## src/rtl/avalon_fp_host_pkg.sv

```systemverilog
// avalon_fp_host_pkg: shared FSM state type and FP-adder register map
package avalon_fp_host_pkg;
  typedef enum logic [2:0] {IDLE, WR_A, WR_B, WAIT, RD, RD_WAIT, RESP} state_t;
  localparam int REG_A = 0;
  localparam int REG_B = 1;
  localparam int REG_Z = 2;
endpackage

```

## src/rtl/avalon_fp_host_if.sv

```systemverilog
// avalon_fp_host_if: command/response ports plus Avalon-MM initiator signals
interface avalon_fp_host_if #(
  parameter int DATA_W = 32,
  parameter int ADDR_W = 4
);
  logic              cmd_valid;
  logic              cmd_ready;
  logic [DATA_W-1:0] cmd_a;
  logic [DATA_W-1:0] cmd_b;
  logic              rsp_valid;
  logic              rsp_ready;
  logic [DATA_W-1:0] rsp_result;
  logic [15:0]       txn_count;
  logic              avm_chipselect;
  logic              avm_write;
  logic              avm_read;
  logic [ADDR_W-1:0] avm_address;
  logic [DATA_W-1:0] avm_writedata;
  logic [DATA_W-1:0] avm_readdata;
  logic              avm_waitrequest;
  modport master (
    input  cmd_valid, cmd_a, cmd_b, rsp_ready, avm_readdata, avm_waitrequest,
    output cmd_ready, rsp_valid, rsp_result, txn_count,
           avm_chipselect, avm_write, avm_read, avm_address, avm_writedata
  );
  modport slave (
    output cmd_valid, cmd_a, cmd_b, rsp_ready, avm_readdata, avm_waitrequest,
    input  cmd_ready, rsp_valid, rsp_result, txn_count,
           avm_chipselect, avm_write, avm_read, avm_address, avm_writedata
  );
endinterface

```

## src/rtl/avalon_fp_host.sv

```systemverilog
// avalon_fp_host: writes A and B to the FP-adder slave, waits, reads Z back
module avalon_fp_host
  import avalon_fp_host_pkg::*;
#(
  parameter int DATA_W       = 32,
  parameter int ADDR_W       = 4,
  parameter int ADDR_A       = REG_A,
  parameter int ADDR_B       = REG_B,
  parameter int ADDR_Z       = REG_Z,
  parameter int ADD_LATENCY  = 4,
  parameter int READ_LATENCY = 1
) (
  input logic                clk,
  input logic                reset_n,
  avalon_fp_host_if.master   bus
);
  localparam int MAX_L = ADD_LATENCY > READ_LATENCY ? ADD_LATENCY : READ_LATENCY;
  localparam int CNT_W = $clog2(MAX_L + 1);
  localparam logic [CNT_W-1:0]  ADD_CNT = CNT_W'(ADD_LATENCY);
  localparam logic [CNT_W-1:0]  RD_CNT  = CNT_W'(READ_LATENCY);
  localparam logic [CNT_W-1:0]  ONE     = CNT_W'(1);
  localparam logic [ADDR_W-1:0] A_ADR   = ADDR_W'(ADDR_A);
  localparam logic [ADDR_W-1:0] B_ADR   = ADDR_W'(ADDR_B);
  localparam logic [ADDR_W-1:0] Z_ADR   = ADDR_W'(ADDR_Z);
  state_t            state_q, state_d;
  logic              cmd_ready_q, cmd_ready_d;
  logic              rsp_valid_q, rsp_valid_d;
  logic              cs_q, cs_d;
  logic              wr_q, wr_d;
  logic              rd_q, rd_d;
  logic [ADDR_W-1:0] addr_q, addr_d;
  logic [DATA_W-1:0] wdata_q, wdata_d;
  logic [DATA_W-1:0] rsp_result_q, rsp_result_d;
  logic [DATA_W-1:0] b_q, b_d;
  logic [15:0]       txn_count_q, txn_count_d;
  logic [CNT_W-1:0]  cnt_q, cnt_d;
  logic              accept;
  assign accept = cs_q & (wr_q | rd_q) & ~bus.avm_waitrequest;
  // next-state and next-output logic; bus outputs are set one cycle ahead so they leave flops
  always_comb begin
    state_d      = state_q;
    cmd_ready_d  = cmd_ready_q;
    rsp_valid_d  = rsp_valid_q;
    cs_d         = cs_q;
    wr_d         = wr_q;
    rd_d         = rd_q;
    addr_d       = addr_q;
    wdata_d      = wdata_q;
    rsp_result_d = rsp_result_q;
    b_d          = b_q;
    txn_count_d  = txn_count_q;
    cnt_d        = cnt_q;
    unique case (state_q)
      IDLE: if (bus.cmd_valid && cmd_ready_q) begin
        b_d         = bus.cmd_b;
        cmd_ready_d = 1'b0;
        cs_d        = 1'b1;
        wr_d        = 1'b1;
        addr_d      = A_ADR;
        wdata_d     = bus.cmd_a;
        state_d     = WR_A;
      end
      WR_A: if (accept) begin
        addr_d  = B_ADR;
        wdata_d = b_q;
        state_d = WR_B;
      end
      WR_B: if (accept) begin
        wr_d    = 1'b0;
        wdata_d = '0;
        if (ADD_LATENCY == 0) begin
          rd_d    = 1'b1;
          addr_d  = Z_ADR;
          state_d = RD;
        end else begin
          cs_d    = 1'b0;
          addr_d  = '0;
          cnt_d   = ADD_CNT;
          state_d = WAIT;
        end
      end
      WAIT: if (cnt_q == ONE) begin
        cs_d    = 1'b1;
        rd_d    = 1'b1;
        addr_d  = Z_ADR;
        state_d = RD;
      end else begin
        cnt_d = cnt_q - ONE;
      end
      RD: if (accept) begin
        cs_d    = 1'b0;
        rd_d    = 1'b0;
        addr_d  = '0;
        cnt_d   = RD_CNT;
        state_d = RD_WAIT;
      end
      RD_WAIT: if (cnt_q == ONE) begin
        rsp_result_d = bus.avm_readdata;
        rsp_valid_d  = 1'b1;
        txn_count_d  = txn_count_q + 16'd1;
        state_d      = RESP;
      end else begin
        cnt_d = cnt_q - ONE;
      end
      RESP: if (bus.rsp_ready) begin
        rsp_valid_d = 1'b0;
        cmd_ready_d = 1'b1;
        state_d     = IDLE;
      end
      default: state_d = IDLE;
    endcase
  end
  // state and output registers; async reset abandons any in-flight transfer
  always_ff @(posedge clk or negedge reset_n) begin
    if (!reset_n) begin
      state_q      <= IDLE;
      cmd_ready_q  <= 1'b1;
      rsp_valid_q  <= 1'b0;
      cs_q         <= 1'b0;
      wr_q         <= 1'b0;
      rd_q         <= 1'b0;
      addr_q       <= '0;
      wdata_q      <= '0;
      rsp_result_q <= '0;
      b_q          <= '0;
      txn_count_q  <= '0;
      cnt_q        <= '0;
    end else begin
      state_q      <= state_d;
      cmd_ready_q  <= cmd_ready_d;
      rsp_valid_q  <= rsp_valid_d;
      cs_q         <= cs_d;
      wr_q         <= wr_d;
      rd_q         <= rd_d;
      addr_q       <= addr_d;
      wdata_q      <= wdata_d;
      rsp_result_q <= rsp_result_d;
      b_q          <= b_d;
      txn_count_q  <= txn_count_d;
      cnt_q        <= cnt_d;
    end
  end
  assign bus.cmd_ready      = cmd_ready_q;
  assign bus.rsp_valid      = rsp_valid_q;
  assign bus.rsp_result     = rsp_result_q;
  assign bus.txn_count      = txn_count_q;
  assign bus.avm_chipselect = cs_q;
  assign bus.avm_write      = wr_q;
  assign bus.avm_read       = rd_q;
  assign bus.avm_address    = addr_q;
  assign bus.avm_writedata  = wdata_q;
endmodule
```

## src/flat_wrapper.sv

```systemverilog
// flat-port wrapper written by rule: the top's interface ports become plain ports
module avalon_fp_host_flat import avalon_fp_host_pkg::*;
#(
  parameter int DATA_W       = 32,
  parameter int ADDR_W       = 4,
  parameter int ADDR_A       = REG_A,
  parameter int ADDR_B       = REG_B,
  parameter int ADDR_Z       = REG_Z,
  parameter int ADD_LATENCY  = 4,
  parameter int READ_LATENCY = 1
)
  (clk, reset_n, bus_cmd_valid, bus_cmd_a, bus_cmd_b, bus_rsp_ready, bus_avm_readdata, bus_avm_waitrequest, bus_cmd_ready, bus_rsp_valid, bus_rsp_result, bus_txn_count, bus_avm_chipselect, bus_avm_write, bus_avm_read, bus_avm_address, bus_avm_writedata);
  avalon_fp_host_if #(.DATA_W(DATA_W), .ADDR_W(ADDR_W)) bus_i ();
  input logic clk;
  input logic reset_n;
  input wire logic [$bits(bus_i.cmd_valid)-1:0] bus_cmd_valid;
  input wire logic [$bits(bus_i.cmd_a)-1:0] bus_cmd_a;
  input wire logic [$bits(bus_i.cmd_b)-1:0] bus_cmd_b;
  input wire logic [$bits(bus_i.rsp_ready)-1:0] bus_rsp_ready;
  input wire logic [$bits(bus_i.avm_readdata)-1:0] bus_avm_readdata;
  input wire logic [$bits(bus_i.avm_waitrequest)-1:0] bus_avm_waitrequest;
  output wire logic [$bits(bus_i.cmd_ready)-1:0] bus_cmd_ready;
  output wire logic [$bits(bus_i.rsp_valid)-1:0] bus_rsp_valid;
  output wire logic [$bits(bus_i.rsp_result)-1:0] bus_rsp_result;
  output wire logic [$bits(bus_i.txn_count)-1:0] bus_txn_count;
  output wire logic [$bits(bus_i.avm_chipselect)-1:0] bus_avm_chipselect;
  output wire logic [$bits(bus_i.avm_write)-1:0] bus_avm_write;
  output wire logic [$bits(bus_i.avm_read)-1:0] bus_avm_read;
  output wire logic [$bits(bus_i.avm_address)-1:0] bus_avm_address;
  output wire logic [$bits(bus_i.avm_writedata)-1:0] bus_avm_writedata;
  assign bus_i.cmd_valid = bus_cmd_valid;
  assign bus_i.cmd_a = bus_cmd_a;
  assign bus_i.cmd_b = bus_cmd_b;
  assign bus_i.rsp_ready = bus_rsp_ready;
  assign bus_i.avm_readdata = bus_avm_readdata;
  assign bus_i.avm_waitrequest = bus_avm_waitrequest;
  assign bus_cmd_ready = bus_i.cmd_ready;
  assign bus_rsp_valid = bus_i.rsp_valid;
  assign bus_rsp_result = bus_i.rsp_result;
  assign bus_txn_count = bus_i.txn_count;
  assign bus_avm_chipselect = bus_i.avm_chipselect;
  assign bus_avm_write = bus_i.avm_write;
  assign bus_avm_read = bus_i.avm_read;
  assign bus_avm_address = bus_i.avm_address;
  assign bus_avm_writedata = bus_i.avm_writedata;
  avalon_fp_host #(.DATA_W(DATA_W), .ADDR_W(ADDR_W), .ADDR_A(ADDR_A), .ADDR_B(ADDR_B), .ADDR_Z(ADDR_Z), .ADD_LATENCY(ADD_LATENCY), .READ_LATENCY(READ_LATENCY)) u_core (.clk(clk), .reset_n(reset_n), .bus(bus_i));
endmodule
```

## config.mk

```make
export PLATFORM = sky130hd
export DESIGN_NAME = avalon_fp_host_flat
export DESIGN_NICKNAME = d
export VERILOG_FILES = /design/src/rtl/avalon_fp_host_pkg.sv /design/src/rtl/avalon_fp_host_if.sv /design/src/rtl/avalon_fp_host.sv /design/src/flat_wrapper.sv
export SDC_FILE = /design/constraint.sdc
export NUM_CORES = 1
export LEC_CHECK = 0
export CELL_PAD_IN_SITES_DETAIL_PLACEMENT = 0
export CELL_PAD_IN_SITES_GLOBAL_PLACEMENT = 1
export CORE_ASPECT_RATIO = 0.6
export CORE_MARGIN = 2
export CORE_UTILIZATION = 37
export CTS_CLUSTER_DIAMETER = 40
export DETAILED_ROUTE_END_ITERATION = 7
export GPL_TIMING_DRIVEN = 1
export HOLD_SLACK_MARGIN = 0.02
export PLACE_DENSITY_LB_ADDON = 0.1
export SYNTH_ARGS = -nofsm -noshare
export SYNTH_HDL_FRONTEND = slang
export SYNTH_SLANG_ARGS = --single-unit
```

## constraint.sdc

```tcl
create_clock -name clk -period 4 [get_ports clk]
set_input_delay 0.8 -clock clk [delete_from_list [all_inputs] [get_ports clk]]
set_output_delay 0.8 -clock clk [all_outputs]
set_load 0.1 [all_outputs]
```

Yosys cells after proc, flatten, opt, wreduce, memory -nomap -nowiden
Index checks and enable logic that the tools add are counted.
{"block": "op_classes", "add_sub_neg": 2, "n_eq_ne": 16, "n_mux": 32, "bitwise_logic": 4, "n_reduce_logical": 23}
{"op": "two-way mux 32 bit", "count": 3}
{"op": "one-hot mux 32 bit (3 select lines)", "count": 1}
{"op": "two-way mux 3 bit", "count": 10}
{"op": "one-hot mux 3 bit (7 select lines)", "count": 1}
{"op": "adder 16 x 1 -> 16 bit (second input constant)", "count": 1}
{"op": "two-way mux 4 bit", "count": 4}
{"op": "one-hot mux 4 bit (4 select lines)", "count": 1}
{"op": "!= test 2 x 1 -> 1 bit (second input constant)", "count": 7}
{"op": "AND reduction 3 bit", "count": 4}
{"op": "AND reduction 4 bit", "count": 3}
{"op": "equality test 3 bit (second input constant)", "count": 3}
{"op": "one-hot mux 3 bit (3 select lines)", "count": 1}
{"op": "nonzero test 3 bit", "count": 3}
{"op": "one-hot mux 1 bit (2 select lines)", "count": 4}
{"op": "nonzero test 2 bit", "count": 4}
{"op": "AND reduction 7 bit", "count": 1}
{"op": "equality test 3 x 1 -> 1 bit (second input constant)", "count": 2}
{"op": "equality test 3 x 2 -> 1 bit (second input constant)", "count": 2}
{"op": "two-way mux 1 bit", "count": 6}
{"op": "AND reduction 5 bit", "count": 1}
{"op": "!= test 2 bit (second input constant)", "count": 2}
{"op": "AND reduction 2 bit", "count": 2}
{"op": "nonzero test 4 bit", "count": 1}
{"op": "OR reduction 2 bit", "count": 2}
{"op": "other kinds (7)", "count": 8}
{"block": "word_totals", "reg_bits": 127, "in_bits": 101, "elab_cells": 89}

Depth between registers and ports, before layout
Gate-level depths: netlist of the first run.
{"block": "logic_depth", "word_depth": 5, "depth_mapped": 8, "depth_no_buf": 6}

Worst setup path before layout of the first run
Ideal clock, no wire load.
{"block": "synth_path", "path_kind": "flip-flop to flip-flop", "startpoint": "register u_core.cs_q (netlist: u_core.bus.avm_chipselect)", "endpoint": "register u_core.wdata_q[0] (netlist: u_core.bus.avm_writedata[0])", "arrival_ps": 2063, "required_time_ps": 3874, "slack_ps": 1811, "stages_incl_launch_ff": 6, "path_buffers": 1, "synth_period_minus_slack_ps": 2189, "path_cell_list": "dfrtp_1 > nand2b_1 > nor4_2 > nor2_2 > buf_6 > mux2_2"}
{"block": "synth_between", "elab_chain_cells": 4, "word_cells_on_any_way": 5}
{"element": "from (decl)", "line_no": "avalon_fp_host.sv:28", "source": "logic cs_q, cs_d;"}
{"element": "from (signal assigned)", "line_no": "avalon_fp_host.sv:132", "source": "cs_q <= cs_d;"}
{"element": "bitwise AND 1 bit * (2 in series)", "line_no": "avalon_fp_host.sv:38", "source": "assign accept = cs_q & (wr_q | rd_q) & ~bus.avm_waitrequest;"}
{"element": "!= test 2 x 1 -> 1 bit (no source line)"}
{"element": "AND reduction 4 bit (no source line) *"}
{"element": "to (signal assigned)", "line_no": "avalon_fp_host.sv:136", "source": "wdata_q <= wdata_d;"}
{"element": "to (decl)", "line_no": "avalon_fp_host.sv:32", "source": "logic [DATA_W-1:0] wdata_q, wdata_d;"}
Mark *: on every way between the ends. The rest lies on a longest branch, timed or not.
A chain may end at the register's enable or synchronous reset.

Worst setup path after layout of the first run
{"block": "layout_path", "startpoint": "register u_core.cmd_ready_q (netlist: u_core.bus.cmd_ready)", "endpoint": "output bus_cmd_ready"}
{"element": "from (decl)", "line_no": "avalon_fp_host.sv:26", "source": "logic cmd_ready_q, cmd_ready_d;"}
{"element": "from (signal assigned)", "line_no": "avalon_fp_host.sv:130", "source": "cmd_ready_q <= cmd_ready_d;"}
{"element": "to (decl)", "line_no": "flat_wrapper.sv:22", "source": "output wire logic [$bits(bus_i.cmd_ready)-1:0] bus_cmd_ready;"}
No word-level cell between the ends.

==> summary.md, run 1 <==
| Metric | Value |
|---|---|
| Gr ovfl total | 0 |
| Floorplan row count | 34 |
| Area Growth Syn to Fin | 48.0% |
| Crit-path max FO | 4 |
| Nets | 754 |
| Critical Path AT | about 2.1 ns |
| Fillcell total | between 1000 and 1500 |
| Drt initial violations | 247 |
| Logic gate share of total power | 48.5% |
| Synth top area share | 57.2% |
| Via count | a little over 4000 |
| Top cells by count, synth | 124 x dfrtp_1, 114 x nand2_1, 65 x mux2_2 |
| CTS Root Buffer Type | clkbuf_16 |
| RePlAce Congestion | 0.799 |
| Die footprint | around 16000 sq um |
| Final hold vios | 0 |
| Io pins | 190 |
| Cell Int Power | 3540 uW |
| Post-CTS Resized | 0 |
| Non-Filler Instances | between 800 and 900 |
| Die height | 97.8 um |
| Max Cap Viol | 0 |
| Setup crit start kind | flop |
| Sw Share | between 40% and 50% |
| Most used DFF post-synth | dfrtp_1 |
| PortBufs | 187 |
| Delay of the slowest critical-path stage | approximately 1.2 ns |
| Share of cells above drive strength 1 | 17.1% |
| DR pass1 iterations | 4 |
| Count leader, synth | dfrtp_1 |
| Setup WS pre-CTS | 1.15 ns |
| Relative slew slack | 31.5% |
| P_sw | 3230 uW |
| Diode count | 0 |
| Unrepaired setup endpoints after global routing | false |
| Clock Power Share | about 23% |
| Worst IR drop on VDD | 0.604 mV |
| Initial antenna violation count | 1 |
| Synth area leaders | dfrtp_1 57%, mux2_2 13%, nand2_1 7.9%, a22o_1 5.3%, xnor2_1 2.4% |
| Routed length per instance | about 17 um |
| Clk_lat worst skew | between 0.4 and 0.5 ns |
| Reg area | 3130 sq um |
| Setup Viol. Count Final | 0 |
| Seq/Total Area, Yosys | 57.6% |
| Fmax | between 300 and 400 MHz |
| Post-synthesis async set-or-reset flop share | 100% |
| Top cell type by total area after synthesis | dfrtp_1 |
| Critical Path End Type | primary output |
| CTS Buf Count | 17 |
| Post-CTS setup buffer count | 0 |
| Post-synth EDFFs | 0 |
| Status | finished clean |
| Multi-input logic area | 2130 sq um |
| Antenna Nets Post-Route | 0 |
| Slowest stage cell, crit path | clkdlybuf4s50_1 |
| Final period utilization | 72.7% |
| Final worst slack | 1.09 ns |
| First-pass GRT wire length | about 23 mm |
| Cell variety after synth | 43 |
| Vias in the first global route | between 4000 and 5000 |
| Hold_buf cts | 0 |
| Hold WS | 0.472 ns |
| Starting density of the core | around 38% |
| Final min period | 2.91 ns |
| Drt total wl | 14.3 mm |
| Vias per cell | 4.80 |
| Final Max Slew Viols | 0 |
| Core box area | 14400 sq um |
| Pin count of the biggest net entering global routing | 69 |
| Netlist Area Pre-Place | about 5400 sq um |
| Die width | 160 um |
| Global Route Usage Sum | 19.1% |
| CTS Buffer Depth | 2 |
| CTS tree | yes |
| Leak | 0.00357 uW |
| Setup TNS | 0 ns |
| Skew final | 0.00941 ns |
| Clk slew on worst S/H paths | 0.05 ns |
| Crit path kind | reg -> out |
| Syn Area/Cell | 11.7 sq um |
| Least-Margin Pin Slew | 1.02 ns |
| Required @ worst endpoint | 3.20 ns |
| Clock sink total | 125 |
| Placed insts | 829 |
| Pwr dens | around 840 nW/um^2 |
| Buf/Inv on CP | 1 |
| Synth Register Bits | roughly 130 |
| Post-DP HPWL | 9.85 mm |
| Sequential group share of total power | 28.9% |
| Hold Path Class | reg -> reg |
| CP Cell Sequence | clkdlybuf4s50_1 |
| Synth Warn # | 0 |
| Clock H-tree levels | 4 |
| Family with the most delay on the worst path | buffers and inverters |
| Mapped Cells | 463 |
| DRC Markers | 0 |
## worst paths after layout
kind / end / slack [ns] / startpoint / cells past startpoint
max: bus_cmd_ready / 1.09 / u_core.bus.cmd_ready$_DFFE_PN1P_ / 1
min: u_core.bus.txn_count[15]$_DFFE_PN0P_ / 0.47 / u_core.bus.txn_count[15]$_DFFE_PN0P_ / 1
max reg2reg: u_core.bus.rsp_result[7]$_DFFE_PN0P_ / 1.47 / u_core.state_q[2]$_DFFE_PN0P_ / 3
min reg2reg: u_core.bus.txn_count[15]$_DFFE_PN0P_ / 0.47 / u_core.bus.txn_count[15]$_DFFE_PN0P_ / 1
max in group asynchronous: u_core.bus.avm_writedata[6]$_DFFE_PN0P_ / 2.56 / reset_n / 2
min in group asynchronous: u_core.bus.rsp_result[21]$_DFFE_PN0P_ / 0.50 / reset_n / 1
## state kept, by name (all words and copies together), names as in the netlist, 2 cells and up
register,cells
u_core.bus.avm_address,2
u_core.cnt_q,3
u_core.b_q,32
u_core.bus.txn_count,16
u_core.bus.rsp_result,32
u_core.state_q,3
u_core.bus.avm_writedata,32
## logic make-up (layout without fill, tap and decap cells)
group	count (synthesis)	count (layout)	synth area share (%)
compound gates	60	60	8.46
xor+xnor	18	18	2.90
fa+ha+maj	3	3	0.691
buf+inv	32	229	3.53
flops	125	125	57.6
mux	65	65	13.5
other cells	1	2	0.0691
simple gates	159	159	13.2
## metal layers
metal,global-route usage (%),vias to the layer above,wire length (um)
met3,7.73,15,1060
li1,-,1977,-
met2,28.3,123,6180
met1,26.1,2005,6890
met5,0,-,13
met4,5.13,2,155
## layout make-up
class / instances / area share [%]
flip-flops and latches: 125 / 39.0
repair buffers: 195 / 24.0
well taps: 198 / 3.08
clock buffers: 18 / 5.34
clock inverters: 12 / 1.85
multi-input cells: 307 / 26.6
inverters: 4 / 0.187
## stage by stage
| stage | power (uW) | utilization [%] | area (sq um) |
|---|---|---|---|
| finish | 6770 | 55.7 | 8030 |
| global route | 7060 | 55.7 | 8030 |
| CTS | 6820 | 55.7 | 8030 |
| detailed placement | 5270 | 51.7 | 7460 |
| global placement | 5230 | 51.7 | 7460 |
| floorplan | 4430 | - | 5430 |
## power groups by stage
stage / clock network, uW / registers [uW] / logic, uW
2_1_floorplan: 0 / 3710 / 716
3_3_place_gp: 0 / 1950 / 3270
3_5_place_dp: 0 / 1980 / 3290
4_1_cts: 1560 / 1960 / 3300
5_1_grt: 1620 / 2020 / 3420
6_report: 1530 / 1960 / 3280
## cell usage in the layout, fill, tap and decap left out, types with 3 or more instances in the layout
cell             netlist  layout
nand4_1                7       7
mux2_2                65      65
nand2_1              114     114
ha_1                   3       3
a22o_1                33      33
a21oi_1                6       6
nor2b_1                3       3
dfrtp_1              124     124
xor2_1                 3       3
o31ai_1                3       3
nor2_4                 0       3
clkdlybuf4s50_1        0     186
nand2b_1               5       5
o21ai_0                8       8
buf_4                  4       9
clkbuf_16              0      17
nand3_1                6       6
clkinvlp_4             0       4
clkinv_2               0       4
nor4_2                 3       3
xnor2_1               15      15
nor2_1                 6       5
inv_1                  4       4
bufinv_16              0       3
Note: power is estimated with default switching activity, not from simulation.
==> run 2, diff against run 1 <==
CORE_UTILIZATION = 31   (was 37)
clock period = 2.5 ns   (was 4 ns; I/O delays follow)
==> summary.md, run 2 (synthesis gave the netlist of run 1 again) <==
| Metric | Value |
|---|---|
| Global Route Usage Sum | 16.2% |
| Placed insts | 870 |
| Diode count | 0 |
| Commonest non-fill, non-tap cell in the layout | dfrtp_1 |
| Die footprint | around 19000 sq um |
| Core box area | 17100 sq um |
| Buf/Inv on CP | 1 |
| Max Cap Viol | 0 |
| Critical Path AT | about 2.4 ns |
| Vias in the first global route | approximately 4300 |
| Drt total wl | 14.4 mm |
| Crit-path max FO | 32 |
| Clk_lat worst skew | 0.41 ns |
| CP Cell Sequence | clkdlybuf4s50_1 > nand2b_1 > nor4_2 > nor2_4 > mux2_2 |
| Setup Viol. Count Final | 0 |
| Worst IR drop on VDD | 0.594 mV |
| Final min period | ~2.1 ns |
| CTS Buffer Depth | 2 |
| CTS tree | yes |
| Gr busiest metal | met1 |
| Unrepaired setup endpoints after global routing | false |
| Final hold vios | 0 |
| Clock sink total | 125 |
| Drt initial violations | around 170 |
| Via count | 4181 |
| Required @ worst endpoint | around 2.8 ns |
| Met3 usage | between 6 and 7% |
| Post-CTS setup buffer count | 0 |
| Crit path kind | in -> reg |
| Pin count of the biggest net entering global routing | between 50 and 60 |
| Hold Path Class | in -> async |
| RePlAce Congestion | 0.828 |
| Post-DP HPWL | 9.88 mm |
| Clock H-tree levels | 4 |
| Met2 usage | 22.6% |
| Die width | 175 um |
| Vias per cell | 4.64 |
| Gr ovfl total | 0 |
| CTS Root Buffer Type | clkbuf_16 |
| Pwr dens | 1380 nW/um^2 |
| Clk slew on worst S/H paths | 0.06 ns |
| Status | finished clean |
| Least-Margin Pin Slew | 0.963 ns |
| Area Growth Syn to Fin | 47.7% |
| Initial antenna violation count | 0 |
| Antenna Nets Post-Route | 0 |
| Share of cells above drive strength 1 | approximately 31% |
| Most frequent cells in the layout | 124 x dfrtp_1, 114 x nand2_1, 99 x clkdlybuf4s50_1 |
| Family with the most delay on the worst path | simple AND/OR/NAND/NOR gates |
| Setup crit start kind | input port |
| Post-CTS Resized | 0 |
| Final Max Slew Viols | 0 |
| Routed length per instance | about 16 um |
| DRC Markers | 0 |
| Total power | 11000 uW |
| Relative slew slack | between 30% and 40% |
| Hold_buf cts | 0 |
| M1 GR Usage | between 20% and 30% |
| DR pass1 iterations | 6 |
| Nets | 759 |
| Io pins | 190 |
| Non-Filler Instances | 902 |
| Setup TNS | 0 ns |
| Hold WS | about 0.07 ns |
| CTS Buf Count | 17 |
| Fmax | between 400 and 500 MHz |
| Floorplan row count | 37 |
| Skew final | roughly 0.011 ns |
| First-pass GRT wire length | 23.3 mm |
| Critical Path End Type | flop |
| Slowest stage cell, crit path | nor2_4 |
| Delay of the slowest critical-path stage | 0.74 ns |
| PortBufs | 187 |
| Die height | 107 um |
| Starting density of the core | 31.7% |
| Leak | 0.00379 uW |
| Fillcell total | 1623 |
| Final period utilization | a little under nine tenths |
run 2: cell count changes in the layout (fill, tap and decap cells not counted), moves of 3 or more:
cell	before	now
inv_6	0	3
clkinv_2	4	1
buf_4	9	98
clkinvlp_4	4	0
buf_12	0	3
clkdlybuf4s50_1	186	99
run 2: worst paths after layout:
check                      cells after the start                                        to  slack [ns]                            start
max                                            5  u_core.bus.avm_writedata[31]$_DFFE_PN0P_        0.37              bus_avm_waitrequest
min                                            1      u_core.bus.rsp_result[3]$_DFFE_PN0P_        0.07                          reset_n
max reg2reg                                    4  u_core.bus.avm_writedata[31]$_DFFE_PN0P_        0.41  u_core.bus.avm_read$_DFFE_PN0P_
min reg2reg                                    2                 u_core.b_q[3]$_DFFE_PN0P_        0.47        u_core.b_q[3]$_DFFE_PN0P_
max in group asynchronous                      2  u_core.bus.avm_writedata[31]$_DFFE_PN0P_        1.75                          reset_n
min in group clk                               2                 u_core.b_q[3]$_DFFE_PN0P_        0.47        u_core.b_q[3]$_DFFE_PN0P_
run 2: area by class of cell:
| cell class | instances | area, sq um | area share, % |
|---|---|---|---|
| flip-flops and latches | 125 | 3130 | 39.0 |
| multi-input cells | 307 | 2130 | 26.6 |
| repair buffers | 200 | 1790 | 22.3 |
| clock buffers | 20 | 457 | 5.70 |
| well taps | 234 | 293 | 3.65 |
| clock inverters | 12 | 208 | 2.59 |
| inverters | 4 | 15.0 | 0.187 |
run 2: per-stage QoR:
step / cell area [sq um] / setup WS, ns / utilization, %
finish: 8020 / 0.374 / 46.8
global route: 8020 / 0.193 / 46.8
CTS: 8020 / 0.344 / 46.8
detailed placement: 7350 / -0.0865 / 42.9
global placement: 7350 / -0.0730 / 42.9
floorplan: 5430 / 0.311 / -
run 2: routing by layer:
layer | vias up | part of all wire (%)
li1 | 1983 | -
met1 | 2051 | 50
met2 | 137 | 41
met3 | 10 | 8.2
met4 | 0 | 0.83
met5 | - | 0
run 2: power by group:
part	leakage (uW)	total [uW]	internal [uW]	switching (uW)
Combinational	0.00185	5200	1320	3880
Sequential	0.00161	3070	2680	388
Clock	0.000326	2770	1840	932
==> run 3, diff against run 2 <==
MAX_ROUTING_LAYER = met4   (was unset)
==> summary.md, run 3 (synthesis gave the netlist of run 1 again) <==
| Metric | Value |
|---|---|
| Post-DP HPWL | 9.88 mm |
| Via count | 4165 |
| RePlAce Congestion | 0.841 |
| First-pass GRT wire length | between 20 and 25 mm |
| Sw Share | a little under half |
| Unrepaired setup endpoints after global routing | false |
| Critical Path AT | 2.42 ns |
| Vias per cell | 4.62 |
| Required @ worst endpoint | 2.78 ns |
| DR pass1 iterations | 4 |
| Nets | 759 |
| M1 GR Usage | 23.2% |
| Relative slew slack | between 30% and 40% |
| Starting density of the core | 31.7% |
| CTS Root Buffer Type | clkbuf_16 |
| Setup crit start kind | input port |
| Pin count of the biggest net entering global routing | 54 |
| Post-CTS Resized | 0 |
| RR Startpoint | u_core.bus.avm_read$_DFFE_PN0P_ |
| Antenna Nets Post-Route | 0 |
| Crit path from | bus_avm_waitrequest |
| Crit-path max FO | 32 |
| CTS Buffer Depth | 2 |
| Diode count | 0 |
| Status | finished clean |
| P_sw | 5200 uW |
| Cell Int Power | between 5000 and 6000 uW |
| Leak | 0.00379 uW |
| Share of cells above drive strength 1 | roughly 31% |
| Drt initial violations | 163 |
| Post-CTS setup buffer count | 0 |
| Sequential group share of total power | 27.8% |
| CTS Buf Count | 17 |
| Die width | roughly 170 um |
| Clock Power Share | 25.1% |
| Post-DP Area | between 7000 and 8000 sq um |
| Most frequent cells in the layout | 124 x dfrtp_1, 114 x nand2_1, 99 x clkdlybuf4s50_1 |
| Clk slew on worst S/H paths | 0.06 ns |
| PortBufs | 187 |
| Commonest non-fill, non-tap cell in the layout | dfrtp_1 |
| Post-route cell area | 8020 sq um |
| Worst IR drop on VDD | 0.594 mV |
| Global Route Usage Sum | roughly 17% |
| Drt total wl | 14.4 mm |
| Met3 usage | under 10% |
| Initial antenna violation count | 0 |
| Logic gate share of total power | 47.1% |
| Floorplan row count | 37 |
| Die footprint | 18600 sq um |
| Clk_lat worst skew | 0.41 ns |
| Final period utilization | a little under nine tenths |
| Met2 usage | 22.5% |
| Gr ovfl total | 0 |
| Hold WS | about 0.067 ns |
| Setup WS pre-CTS | -0.0865 ns |
| Critical Path End Type | flop |
| Hold_buf cts | 0 |
| Fmax | ~470 MHz |
| Io pins | 190 |
| Max Cap Viol | 0 |
| DRC Markers | 0 |
| Least-Margin Pin Slew | 0.971 ns |
| Crit path kind | in -> reg |
| Total power | 11000 uW |
| Gr busiest metal | met1 |
| Final hold vios | 0 |
| Clock sink total | 125 |
| CTS tree | yes |
| Final Max Slew Viols | 0 |
| Routed length per instance | 16.0 um |
| Clock H-tree levels | 4 |
| Skew final | 0.0105 ns |
| Vias in the first global route | 4324 |
| Final min period | 2.13 ns |
| Core box area | ~17000 sq um |
| Final worst slack | 0.369 ns |
| Area Growth Syn to Fin | 47.7% |
| Setup Viol. Count Final | 0 |
| Pwr dens | roughly 1400 nW/um^2 |
| Die height | 107 um |
| Hold Path Class | in -> async |
| Setup TNS | 0 ns |
-- run 3: cell counts in the layout (fill, tap and decap cells not counted) --
Identical to the previous run, type by type.
-- run 3: area by class of cell --
class	instances	area, sq um
Fill cell	1623	9110
Sequential cell	125	3130
Multi-Input combinational cell	307	2130
Timing Repair Buffer	200	1790
Clock buffer	20	457
Tap cell	234	293
Clock inverter	12	208
Inverter	4	15.0
-- run 3: layer usage --
metal,wire (um),share of wire (%)
met3,1190,8.2
met5,0,0
met1,7220,50
met4,98,0.68
met2,5900,41
-- run 3: worst paths after layout --
check	slack [ns]	end	cells after the start
min	0.07	u_core.bus.rsp_result[3]$_DFFE_PN0P_	1
min reg2reg	0.47	u_core.b_q[3]$_DFFE_PN0P_	2
max	0.37	u_core.bus.avm_writedata[31]$_DFFE_PN0P_	5
max reg2reg	0.40	u_core.bus.avm_writedata[31]$_DFFE_PN0P_	4
max in group asynchronous	1.75	u_core.b_q[3]$_DFFE_PN0P_	2
min in group clk	0.47	u_core.b_q[3]$_DFFE_PN0P_	2
-- run 3: power groups by stage --
| stage | Sequential (uW) | Clock [uW] | Combinational [uW] |
|---|---|---|---|
| after detailed placement | 3100 | 0 | 5220 |
| after global routing | 3160 | 2950 | 5440 |
| after global placement | 3090 | 0 | 5190 |
| after CTS | 3070 | 2840 | 5230 |
| after floorplan | 5940 | 0 | 1150 |
| final | 3070 | 2770 | 5200 |
-- run 3: critical path: stages --
cell and delay (ns):
clkdlybuf4s50_1 0.48, nand2b_1 0.16, nor4_2 0.09, nor2_4 0.74, mux2_2 0.41
-- run 3: stage by stage --
step / cells / util [%]
final: 902 / 46.8
after global routing: 902 / 46.8
after global placement: 870 / 42.9
after CTS: 902 / 46.8
after detailed placement: 870 / 42.9
after floorplan: 464 / -
